--- config.mk ---
export PLATFORM = sky130hd
export DESIGN_NAME = serial_encoder_three
export DESIGN_NICKNAME = d
export VERILOG_FILES = /design/src/rtl/encoder_pkg.sv /design/src/rtl/lowest_set_encoder_three.sv /design/src/rtl/serial_encoder_three.sv
export SDC_FILE = /design/constraint.sdc
export NUM_CORES = 1
export LEC_CHECK = 0
export BUFFER_PORTS_ARGS = -buffer_cell sky130_fd_sc_hd__clkbuf_2
export CAP_MARGIN = 20
export CORE_MARGIN = 1.5
export CORE_UTILIZATION = 43
export DETAILED_ROUTE_END_ITERATION = 8
export HOLD_SLACK_MARGIN = 0.15
export PLACE_DENSITY = 0.72
export SLEW_MARGIN = 20
export SYNTH_ARGS = -nofsm -noshare
export SYNTH_HDL_FRONTEND = slang
export SYNTH_SLANG_ARGS = --single-unit
--- constraint.sdc ---
create_clock -name clk -period 1.5 [get_ports clk]
set_clock_uncertainty 0.1 [all_clocks]
set_input_delay 0.375 -clock clk [delete_from_list [all_inputs] [get_ports clk]]
set_output_delay 0.375 -clock clk [all_outputs]
set_load 0.01 [all_outputs]
--- src/rtl/encoder_pkg.sv ---
// encoder_pkg: shared state type and sizing constants for the serial 8:3 encoder
package encoder_pkg;
   typedef enum logic {IDLE, EMIT} state_t;
   localparam int ENC_WIDTH = 8;
   localparam int ENC_IDX_W = 3;
endpackage

--- src/rtl/lowest_set_encoder_three.sv ---
// lowest_set_encoder_three: combinational 8:3 priority encoder, lowest set bit wins
module lowest_set_encoder_three
   import encoder_pkg::*;
(
   input  logic [ENC_WIDTH-1:0] vec,
   output logic [ENC_IDX_W-1:0] idx,
   output logic                 any
);
   always_comb begin
      idx = vec[0] ? 3'd0 : vec[1] ? 3'd1 : vec[2] ? 3'd2 : vec[3] ? 3'd3 :
            vec[4] ? 3'd4 : vec[5] ? 3'd5 : vec[6] ? 3'd6 : vec[7] ? 3'd7 : 3'd0;
      any = |vec;
   end
endmodule

--- src/rtl/serial_encoder_three.sv ---
// serial_encoder_three: serializes a multi-hot vector into one index per handshake, lowest first.
// Optional SERIAL_ENCODER_ZERO_ERR_EN adds an err pulse when a zero vector is accepted.
module serial_encoder_three
   import encoder_pkg::*;
(
   input  logic                 clk,
   input  logic                 rst_n,
   input  logic                 in_valid,
   output logic                 in_ready,
   input  logic [ENC_WIDTH-1:0] in_vec,
   output logic                 out_valid,
   input  logic                 out_ready,
   output logic [ENC_IDX_W-1:0] out_idx,
   output logic                 out_last,
   output logic                 busy
`ifdef SERIAL_ENCODER_ZERO_ERR_EN
   ,
   output logic                 err
`endif
);
   state_t                 state, state_nxt;
   logic [ENC_WIDTH-1:0]   pending, pending_nxt, rest;
   logic                   any, in_fire, out_fire;

   lowest_set_encoder_three u_lse (
      .vec (pending),
      .idx (out_idx),
      .any (any)
   );

   // rest is pending with its lowest set bit removed, i.e. with bit out_idx cleared
   always_comb begin
      rest        = pending & (pending - 8'd1);
      out_last    = any && (rest == '0);
      in_ready    = rst_n && (state == IDLE);
      out_valid   = rst_n && (state == EMIT);
      busy        = (state == EMIT);
      in_fire     = in_valid && in_ready;
      out_fire    = out_valid && out_ready;
      state_nxt   = state;
      pending_nxt = pending;
      if (in_fire && in_vec != '0) begin
         pending_nxt = in_vec;
         state_nxt   = EMIT;
      end
      if (out_fire) begin
         pending_nxt = rest;
         state_nxt   = out_last ? IDLE : EMIT;
      end
   end

   always_ff @(posedge clk) begin
      if (!rst_n) begin
         state   <= IDLE;
         pending <= '0;
      end else begin
         state   <= state_nxt;
         pending <= pending_nxt;
      end
   end

`ifdef SERIAL_ENCODER_ZERO_ERR_EN
   always_ff @(posedge clk) begin
      if (!rst_n)
         err <= 1'b0;
      else
         err <= in_fire && (in_vec == '0);
   end
`endif
endmodule

### Word-level counts from Yosys, hierarchy flattened

Index checks and enable logic that the tools add are counted.

* bitwise operators: 2
* reduce and logical (&&, ||, !) cells: 10
* $add $sub $neg: 1
* mux-type cells: 13

Operators with widths (count)
* 3-bit two-way mux: 8
* 8-bit two-way mux: 2
* 8-bit bitwise AND: 1
* 8-bit zero test: 1
* 8-bit nonzero test: 1
* 8-bit OR reduction: 1
* 8-bit by 1-bit subtractor with 8-bit output (second input constant): 1
* 1-bit logical AND: 6
* 1-bit two-way mux: 3
* 2-bit nonzero test: 1
* 1-bit inverter: 1

* register bits: 9
* output and inout port bits: 7
* word-level logic and storage cells: 28
* input port bits: 12

### Logic depth before layout (Yosys ltp)

Gate-level depths: netlist of the first run.

* word-level depth: 8
* gate-level depth with buffers: 6
* depth with buffers taken out: 4

### Hierarchy

Synthesis of the first run repeated with hierarchy kept, for this count alone.

* cells, all modules: 71
* area, all modules: 636.9 um^2

By module, submodules not included
* serial_encoder_three: times used 1, area an instance 555.5 um^2, cells each 58, sequential area each 180.2 um^2
* lowest_set_encoder_three: times used 1, area an instance 81.3 um^2, cells each 13, sequential area each 0.0 um^2

### Worst setup path after synthesis of the first run

OpenSTA, ideal clock, no wires.

* kind: register to output
* start point: reg pending[1]
* end point: out out_idx[2]
* cell stages (with the launch flop): 3
* slack: -0.108 ns
* arrival time: 1.133 ns
* path through: dfxtp_1 > or4_4 > a21oi_1

* longest elaborated chain between the ends: 2

RTL lines
* start: declaration: RTL line serial_encoder_three.sv:22 `logic [ENC_WIDTH-1:0] pending, pending_nxt, rest;`
* start signal: assignment: RTL line serial_encoder_three.sv:58 `pending <= pending_nxt;`
* 3-bit two-way mux (2 in a row): RTL line lowest_set_encoder_three.sv:10 `idx = vec[0] ? 3'd0 : vec[1] ? 3'd1 : vec[2] ? 3'd2 : vec[3] ? 3'd3 :`
* end: declaration: RTL line serial_encoder_three.sv:13 `output logic [ENC_IDX_W-1:0] out_idx,`

Every way passes these cells.

### Worst setup path in the final report of the first run

* start point: reg pending[2]
* end point: out out_last

* longest elaborated chain between the ends: 4
* elaborated cells between the ends (all ways): 5
* those cells by class: add/sub: 1; bitwise: 1; reduce/logical: 3

RTL lines
* 8-bit by 1-bit subtractor with 8-bit output: RTL line serial_encoder_three.sv:33 `rest = pending & (pending - 8'd1);`
* 8-bit bitwise AND: RTL line serial_encoder_three.sv:33
* 8-bit zero test: RTL line serial_encoder_three.sv:34 `out_last = any && (rest == '0);`
* 1-bit logical AND *: RTL line serial_encoder_three.sv:34
* end: declaration: RTL line serial_encoder_three.sv:14 `output logic out_last,`

Every way passes the cells marked *; elsewhere a longest branch is shown, timed or not.

==> results of run 1 <==
repair_timing:
item / CTS / global route
endpoints found under the hold margin: 0 / 0
endpoints found under the setup margin: 8 / 9
pin swaps: 10 / 3
setup buffers: 2 / 2
gates resized for setup: 19 / 11
final cells by class:
type                            instances  share of cell area [%]
Multi-Input combinational cell         58                    46.3
Timing Repair Buffer                   41                    27.9
Sequential cell                         9                    20.1
Clock buffer                            4                    2.65
Tap cell                               15                    1.90
Inverter                                3                    1.14
synth_stat cells:
cell,count,area (um2)
a21oi_1,3,15.0
nand3_2,1,10.0
a31oi_1,1,6.26
and2_1,2,12.5
buf_2,3,15.0
a211oi_1,1,7.51
dfxtp_1,9,180
o21bai_1,1,7.51
a21boi_1,1,7.51
nand4_1,2,12.5
a32o_1,2,20.0
o21ai_1,3,15.0
nor3_1,6,30.0
xor2_1,1,8.76
nand2b_1,2,12.5
o2111ai_1,1,8.76
buf_4,1,7.51
nor4_1,2,12.5
a31oi_2,1,12.5
or3_1,1,6.26
inv_1,3,11.3
nand3b_1,1,7.51
nor2b_1,2,12.5
nor2_1,5,18.8
o21ai_0,4,20.0
nand3_1,2,10.0
nor4_4,1,21.3
or4_4,1,11.3
a21boi_4,1,18.8
nand2_1,6,22.5
or2_0,1,6.26
mux2i_1,2,20.0
and3b_1,1,8.76
power groups by stage:
stage	clock network, mW	logic, mW	registers [mW]
floorplan	0	0.170	0.287
global placement	0	0.296	0.289
detailed placement	0	0.302	0.291
CTS	0.193	0.347	0.293
global route	0.207	0.409	0.297
finish	0.189	0.379	0.295
registers in the layout (all words and copies together), names as in the netlist:
register	flops
pending	8
busy	1
logic make-up after synthesis:
kind of cell	share of synthesized area, %
AO/OA/AOI/OAI	23.3
buffers and inverters	5.66
XOR/XNOR	1.47
flip-flops	30.2
AND/OR/NAND/NOR	36.1
multiplexers	3.35
worst register-to-register path: stages, from the launching register on:
cell     delay [ns]
dfxtp_2        0.34
nor4_4         0.34
buf_4          0.17
buf_4          0.11
nand4_1        0.11
or2_0          0.22
a32o_1         0.21
path summary, 6_finish.rpt:
path                 to  slack, ns  depth (start not counted)  startpoint
max reg2reg  pending[7]      -0.19                          6  pending[2]
min          pending[5]       0.23                          3   in_vec[5]
max            out_last      -0.48                          4  pending[2]
min reg2reg  pending[3]       0.43                          2  pending[3]
per-layer routing:
metal	part of all wire, %	track usage, %	routed length, um
met5	0	0	0
met4	2.1	12.5	38
met3	4.9	4.44	91
met2	53	47.2	973
met1	40	26.4	745
==> results.sh, run 1 <==
export IMPL_outcome="finished with violations"
export IMPL_violations="setup timing"
export IMPL_syn_to_final_growth_pct=65.8
export IMPL_path_class="flip-flop to primary output"
export IMPL_ir_drop_v=0.000591
export IMPL_fillCellCount=102
export IMPL_totalWireLength_um=1850
export IMPL_clockPowerShare_pct=21.9
export IMPL_worst_slew_pin_slew_ns=0.446
export IMPL_avgSynthCellArea_um2=8.07
export IMPL_multi_input_area_um2=458
export IMPL_seqPwrFrac_pct=34.2
export IMPL_die_h_um=40.3
export IMPL_clock_sinks=9
export IMPL_fmax_ghz=0.504
export IMPL_p_comb_share_pct=43.9
export IMPL_critPathSlowestCell="or4_4"
export IMPL_finalCritPeriodShare_pct=132
export IMPL_synth_warnings=0
export IMPL_drc=0
export IMPL_synthesis_area_um2=597
export IMPL_critPathMaxFanout=3
export IMPL_critPathTopFamily="simple AND/OR/NAND/NOR gates"
export IMPL_min_path_type="input port to flip-flop"
export IMPL_gp_congestion=0.874
export IMPL_portBuffers=18
export IMPL_slowest_delay_ns=0.57
export IMPL_clk_insertion_delay_late_ns=0.27
export IMPL_grt_pass1_vias=632
export IMPL_grt_first_pass_wirelength_um=2590
export IMPL_rsz0062_at_grt="yes"
export IMPL_coreArea_um2=1300
export IMPL_crit_path_end_kind="primary output"
export IMPL_ctsRootBufferMaster="clkbuf_4"
export IMPL_grt_max_degree=8
export IMPL_seq_area_um2=199
export IMPL_finalSetupViolCount=7
export IMPL_drtAntennaViolNets=0
export IMPL_htreeDepth=1
export IMPL_cts_buffers=3
export IMPL_max_cap_violations=0
export IMPL_dp_cells=123
export IMPL_cts_hold_buf=0
export IMPL_p_int_uw=575
export IMPL_fin_tns_setup_ns=-1.89
export IMPL_crit_path_start_kind="flip-flop"
export IMPL_finalPower_uw=864
export IMPL_path_buf_inv=1
export IMPL_power_switching_uw=289
export IMPL_drv_slew=0
export IMPL_finalHoldViolCount=0
export IMPL_vias_per_cell=5.55
export IMPL_cts_tree="yes"
export IMPL_die_w_um=40.3
export IMPL_layout_commonest_cell="buf_4"
export IMPL_leakage_nw=0.422
export IMPL_slew_headroom_pct=70.1
export IMPL_ys_seq_elements=9
export IMPL_critPathArrivalTime_ns=1.51
export IMPL_dp_hpwl_um=1250
export IMPL_mostFrequentLayoutCells="buf_4 (21), clkbuf_2 (14), nand2_1 (6)"
export IMPL_gr_total_overflow=0
export IMPL_die_area_um2=1620
export IMPL_route_detailed_wl_per_inst_um=14.2
export IMPL_dr_pass1_iters=4
export IMPL_drt_iter0_drc=14
export IMPL_synth_cell_types=33
export IMPL_synthCells=74
export IMPL_cts_max_path_buffers=2
export IMPL_diodes=0
export IMPL_finalWorstSetupSlack_ns=-0.485
export IMPL_via_count=721
export IMPL_start_util_pct=45.9
export IMPL_crit_chain="or4_4, nand3_4, a31oi_4, clkbuf_2"
export IMPL_nets=128
export IMPL_antenna_found_initial=0
export IMPL_post_route_min_period_ns=1.98
export IMPL_utilization_pct=76.1
export IMPL_io_pins=19
export IMPL_whs_ns=0.227
export IMPL_clkTransAtPathRegs_ns=0.06
export IMPL_instances_no_fill=130
export IMPL_drive_gt1_share_pct=58.3
export IMPL_syn_num_nets=86
export IMPL_rows=13
export IMPL_final_cell_area_um2=990
export IMPL_worstPathRequired_ns=1.02
export IMPL_sw_frac_of_total_pct=33.5
export IMPL_track_usage_pct=25.1
export IMPL_yosysSeqAreaShare_pct=30.2
export IMPL_place_area_um2=848
export IMPL_powerDensity_nw_per_um2=873
export IMPL_dpl_worst_slack_ns=-0.206
Note: power is estimated with default switching activity, not from simulation.
==> run 2, diff against run 1 <==
--- a/config.mk
+++ b/config.mk
@@ -9,3 +9,3 @@
 export CAP_MARGIN = 20
-export CORE_MARGIN = 1.5
+export CORE_MARGIN = 3
 export CORE_UTILIZATION = 43
==> constraint.sdc (replaced) <==
create_clock -name clk -period 1.5 [get_ports clk]
set_clock_uncertainty 0.1 [all_clocks]
set_input_delay 0 -clock clk [delete_from_list [all_inputs] [get_ports clk]]
set_output_delay 0 -clock clk [all_outputs]
set_load 0.01 [all_outputs]
==> run 2 against run 1 <==
Net effect: the flow still finishes with violations (setup timing); final area increased by 3.9%; sequential share of layout area fell by 1.5 points; flip-flop and latch count stayed put; critical path depth stayed put; largest power group unchanged; highest routed layer unchanged.
==> results.sh, run 2 (same netlist as run 1, synthesis figures left out) <==
export IMPL_slowest_delay_ns=0.37
export IMPL_clock_sinks=9
export IMPL_slew_headroom_pct=72.2
export IMPL_wl_met3_um=196
export IMPL_critPathTopFamily="compound AO/OA/AOI/OAI gates"
export IMPL_post_route_min_period_ns=1.72
export IMPL_finalHoldViolCount=0
export IMPL_crit_chain="nor4_4, o2111ai_2, a31oi_4, buf_6"
export IMPL_worst_slew_pin_slew_ns=0.415
export IMPL_min_path_type="input port to flip-flop"
export IMPL_portBuffers=18
export IMPL_largest_register_ffs=8
export IMPL_dp_hpwl_um=1230
export IMPL_start_util_pct=49.7
export IMPL_track_usage_pct=24.5
export IMPL_cts_buffers=3
export IMPL_utilization_pct=85.6
export IMPL_max_cap_violations=0
export IMPL_syn_to_final_growth_pct=72.3
export IMPL_finalWorstSetupSlack_ns=-0.217
export IMPL_drt_iter0_drc=33
export IMPL_nets=130
export IMPL_critPathArrivalTime_ns=1.62
export IMPL_rows=12
export IMPL_final_cell_area_um2=1030
export IMPL_clkTransAtPathRegs_ns=0.07
export IMPL_gp_congestion=0.826
export IMPL_route_detailed_wl_per_inst_um=18.8
export IMPL_drc=0
export IMPL_via_count=798
export IMPL_powerDensity_nw_per_um2=853
export IMPL_wl_met1_um=925
export IMPL_regMostFlops="pending"
export IMPL_grt_first_pass_wirelength_um=3460
export IMPL_outcome="finished with violations"
export IMPL_instances_no_fill=131
export IMPL_fmax_ghz=0.583
export IMPL_htreeDepth=1
export IMPL_mostFrequentLayoutCells="clkbuf_2 (16), buf_4 (13), dlygate4sd3_1 (10)"
export IMPL_fin_tns_setup_ns=-0.709
export IMPL_critPathSlowestCell="dfxtp_4"
export IMPL_antenna_found_initial=0
export IMPL_crit_path_end_kind="primary output"
export IMPL_path_buf_inv=1
export IMPL_drtAntennaViolNets=0
export IMPL_vias_per_cell=6.09
export IMPL_worstPathRequired_ns=1.40
export IMPL_crit_path_start_kind="flip-flop"
export IMPL_seq_area_um2=191
export IMPL_grt_pass1_vias=811
export IMPL_gr_total_overflow=0
export IMPL_violations="setup timing"
export IMPL_drv_slew=0
export IMPL_dp_cells=112
export IMPL_highest_layer="met4"
export IMPL_grt_max_degree=8
export IMPL_finalCritPeriodShare_pct=114
export IMPL_rsz0062_at_grt="yes"
export IMPL_leakage_nw=0.430
export IMPL_die_area_um2=1870
export IMPL_drive_gt1_share_pct=47.0
export IMPL_place_area_um2=757
export IMPL_ctsRootBufferMaster="clkbuf_4"
export IMPL_clk_insertion_delay_late_ns=0.27
export IMPL_coreArea_um2=1200
export IMPL_cts_tree="yes"
export IMPL_die_w_um=43.3
export IMPL_ir_drop_v=0.000625
export IMPL_die_h_um=43.3
export IMPL_wl_met2_um=1210
export IMPL_io_pins=19
export IMPL_totalWireLength_um=2460
export IMPL_diodes=0
export IMPL_layout_commonest_cell="clkbuf_2"
export IMPL_critPathMaxFanout=4
export IMPL_cts_max_path_buffers=2
export IMPL_multi_input_area_um2=463
export IMPL_finalSetupViolCount=6
export IMPL_dr_pass1_iters=4
export IMPL_fillCellCount=52
export IMPL_path_class="flip-flop to primary output"
## run 2: cell count changes in the layout (fill, tap and decap cells not counted), sizes merged
cell	previous run	this run
buf	27	16
clkbuf	18	19
clkinv	0	1
dlygate4sd3	0	10
dlymetal6s4s	0	1
## run 2: routing by layer
metal,vias to the layer above,GRT usage (%)
met1,364,26.3
met5,-,0
met2,59,44.0
met3,17,5.08
met4,0,12.7
li1,358,-
## run 2: worst reg2reg max path: stages, from the launching register on
cell,delay [ns]
dfxtp_4,0.37
nor4_4,0.36
buf_4,0.18
nand4_1,0.10
or2_0,0.23
a32o_1,0.22
## run 2: repair_timing
action,CTS,global route
buffers inserted,4,0
setup endpoints to repair,4,12
gates resized for setup,6,20
endpoints found under the hold margin,9,0
pin swaps,7,8
hold buffers,11,0
## run 2: power by group
part,leakage (nW),switching [mW],internal (mW),total [mW]
clock,0.0177,0.104,0.0989,0.203
sequential,0.0766,0.0288,0.257,0.286
combinational,0.336,0.188,0.201,0.388
total,0.430,0.320,0.557,0.877
## run 2: cell type report
class	count	area share [%]
Clock buffer	3	2.19
Timing Repair Buffer	43	30.9
Multi-Input combinational cell	58	45.0
Sequential cell	9	18.6
Clock inverter	1	0.487
Tap cell	14	1.70
Inverter	3	1.09
## run 2: worst paths after layout
kind	from	endpoint	slack, ns	cells past startpoint
worst max-delay path	pending[1]	out_last	-0.22	4
worst min-delay path	in_valid	pending[7]	0.22	4
worst max register to register	pending[1]	pending[7]	-0.16	5
worst min register to register	pending[5]	pending[5]	0.43	2
## run 2: metrics by stage
step / setup slack, ns / power (mW) / hold slack (ns)
final: -0.217 / 0.877 / 0.218
after global routing: -0.241 / 0.918 / 0.242
after CTS: -0.136 / 0.783 / 0.159
after detailed placement: -0.0726 / 0.537 / 0.142
after global placement: -0.00631 / 0.528 / 0.130
after floorplan: 0.0190 / 0.440 / 0.00116
==> run 3, diff against run 2 <==
- CELL_PAD_IN_SITES_DETAIL_PLACEMENT: default -> 0
- CELL_PAD_IN_SITES_GLOBAL_PLACEMENT: default -> 1
- CORE_UTILIZATION: 43 -> 31
- PLACE_DENSITY: 0.72 -> default
- PLACE_DENSITY_LB_ADDON: default -> 0.1
- RECOVER_POWER: default -> 25
==> run 3 against run 2 <==
Net effect: the run still ends with setup timing left; total power is 11% lower; clock power is 8% lower; via count down 13%; setup slack better by 0.093 ns; hold slack lost 0.066 ns; register-to-register slack better by 0.08 ns; non-clock buffer count unchanged; critical path depth unchanged; critical endpoint unchanged.
==> results.sh, run 3 (same netlist as run 1, synthesis figures left out) <==
export IMPL_utilization_pct=55.3
export IMPL_track_usage_pct=16.0
export IMPL_multi_input_area_um2=409
export IMPL_totalWireLength_um=1830
export IMPL_crit_path_end_kind="primary output"
export IMPL_largest_register_ffs=8
export IMPL_clock_sinks=9
export IMPL_clkTransAtPathRegs_ns=0.07
export IMPL_vias_per_cell=4.87
export IMPL_die_area_um2=2490
export IMPL_route_detailed_wl_per_inst_um=12.9
export IMPL_crit_path_start_kind="flip-flop"
export IMPL_ir_drop_v=0.000531
export IMPL_min_to="pending[7]"
export IMPL_portBuffers=18
export IMPL_regMostFlops="pending"
export IMPL_leakage_nw=0.419
export IMPL_fmax_ghz=0.616
export IMPL_rows=15
export IMPL_finalHoldViolCount=0
export IMPL_drc=0
export IMPL_worstPathRequired_ns=1.40
export IMPL_worst_slew_pin_slew_ns=0.467
export IMPL_whs_ns=0.152
export IMPL_drive_gt1_share_pct=43.6
export IMPL_nets=130
export IMPL_grt_max_degree=8
export IMPL_min_delay_path_depth=3
export IMPL_grt_first_pass_wirelength_um=3080
export IMPL_coreArea_um2=1760
export IMPL_violations="setup timing"
export IMPL_via_count=691
export IMPL_drt_iter0_drc=8
export IMPL_slew_headroom_pct=68.6
export IMPL_finalSetupViolCount=5
export IMPL_cts_tree="yes"
export IMPL_finalPower_uw=780
export IMPL_die_w_um=49.9
export IMPL_post_route_min_period_ns=1.62
export IMPL_instances_no_fill=142
export IMPL_antenna_found_initial=0
export IMPL_finalWorstSetupSlack_ns=-0.123
export IMPL_layout_commonest_cell="clkbuf_2"
export IMPL_mostFrequentLayoutCells="clkbuf_2 (15), buf_4 (14), dlygate4sd3_1 (9)"
export IMPL_hold_start="rst_n"
export IMPL_powerDensity_nw_per_um2=800
export IMPL_io_pins=19
export IMPL_finalCritPeriodShare_pct=108
export IMPL_r2r_end="pending[7]"
export IMPL_start_util_pct=33.8
export IMPL_max_cap_violations=0
export IMPL_seq_area_um2=190
export IMPL_gr_total_overflow=0
export IMPL_timing_rr_start="pending[1]"
export IMPL_rsz0062_at_grt="yes"
export IMPL_rr_worst_depth=4
export IMPL_syn_to_final_growth_pct=63.5
export IMPL_min_path_type="input port to flip-flop"
export IMPL_critPathMaxFanout=4
export IMPL_dr_pass1_iters=4
export IMPL_drv_slew=0
export IMPL_diodes=0
export IMPL_cts_buffers=3
export IMPL_gp_congestion=0.734
export IMPL_dp_cells=125
export IMPL_dpl_worst_slack_ns=-0.0508
export IMPL_drtAntennaViolNets=0
export IMPL_path_class="flip-flop to primary output"
export IMPL_ctsRootBufferMaster="clkbuf_4"
export IMPL_critPathArrivalTime_ns=1.52
export IMPL_cts_max_path_buffers=2
export IMPL_htreeDepth=1
export IMPL_die_h_um=49.9
export IMPL_r2r_slack_ns=-0.08
export IMPL_dp_hpwl_um=1260
export IMPL_fillCellCount=185
export IMPL_grt_pass1_vias=689
export IMPL_outcome="finished with violations"
export IMPL_clk_insertion_delay_late_ns=0.25
## run 3: worst max path at each step
stage | endpoint | from | cells past startpoint | slack (ns)
floorplan | pending[7] | pending[1] | 4 | 0.02
global placement | pending[7] | pending[1] | 4 | -0.02
detailed placement | pending[7] | pending[1] | 4 | -0.05
CTS | out_last | pending[0] | 4 | -0.12
global route | out_last | pending[1] | 4 | -0.22
finish | out_last | pending[1] | 4 | -0.12
## run 3: final cells by class
class,instances,share of cell area (%)
clock buffer,4,2.69
inverter,3,1.15
multi-input combinational,58,41.9
sequential,9,19.5
tap,25,3.21
timing repair buffer,43,31.5
## run 3: per-layer routing
layer | up-vias | part of all wire [%] | GRT usage, %
li1 | 359 | - | -
met1 | 314 | 45 | 20.0
met2 | 16 | 49 | 27.3
met3 | 2 | 4.5 | 3.93
met4 | 0 | 1.0 | 4.15
met5 | - | 0 | 0
## run 3: where the power goes
group | switching, mW | leakage (nW) | internal (mW) | total [mW]
Sequential | 0.0280 | 0.0766 | 0.259 | 0.287
Clock | 0.0842 | 0.0150 | 0.102 | 0.186
Combinational | 0.142 | 0.328 | 0.165 | 0.307
Total | 0.254 | 0.419 | 0.526 | 0.780
## run 3: per-stage QoR
step	setup TNS [ns]	area (um2)
after floorplan	0	597
after global placement	-0.0191	786
after detailed placement	-0.0508	786
after CTS	-0.327	950
after global routing	-0.682	976
final	-0.293	976
## run 3: repair_timing
action | in CTS | in global routing
pin swaps | 6 | 4
hold buffers | 10 | 0
gates resized for setup | 5 | 12
setup buffers | 3 | 0
setup endpoints to repair | 3 | 13
cloned | 0 | 0
hold endpoints to repair | 9 | 0
## run 3: critical path: stages (launching register included)
cell,delay (ns)
dfxtp_2,0.35
nor4_4,0.38
o2111ai_2,0.17
a31oi_2,0.22
buf_2,0.16
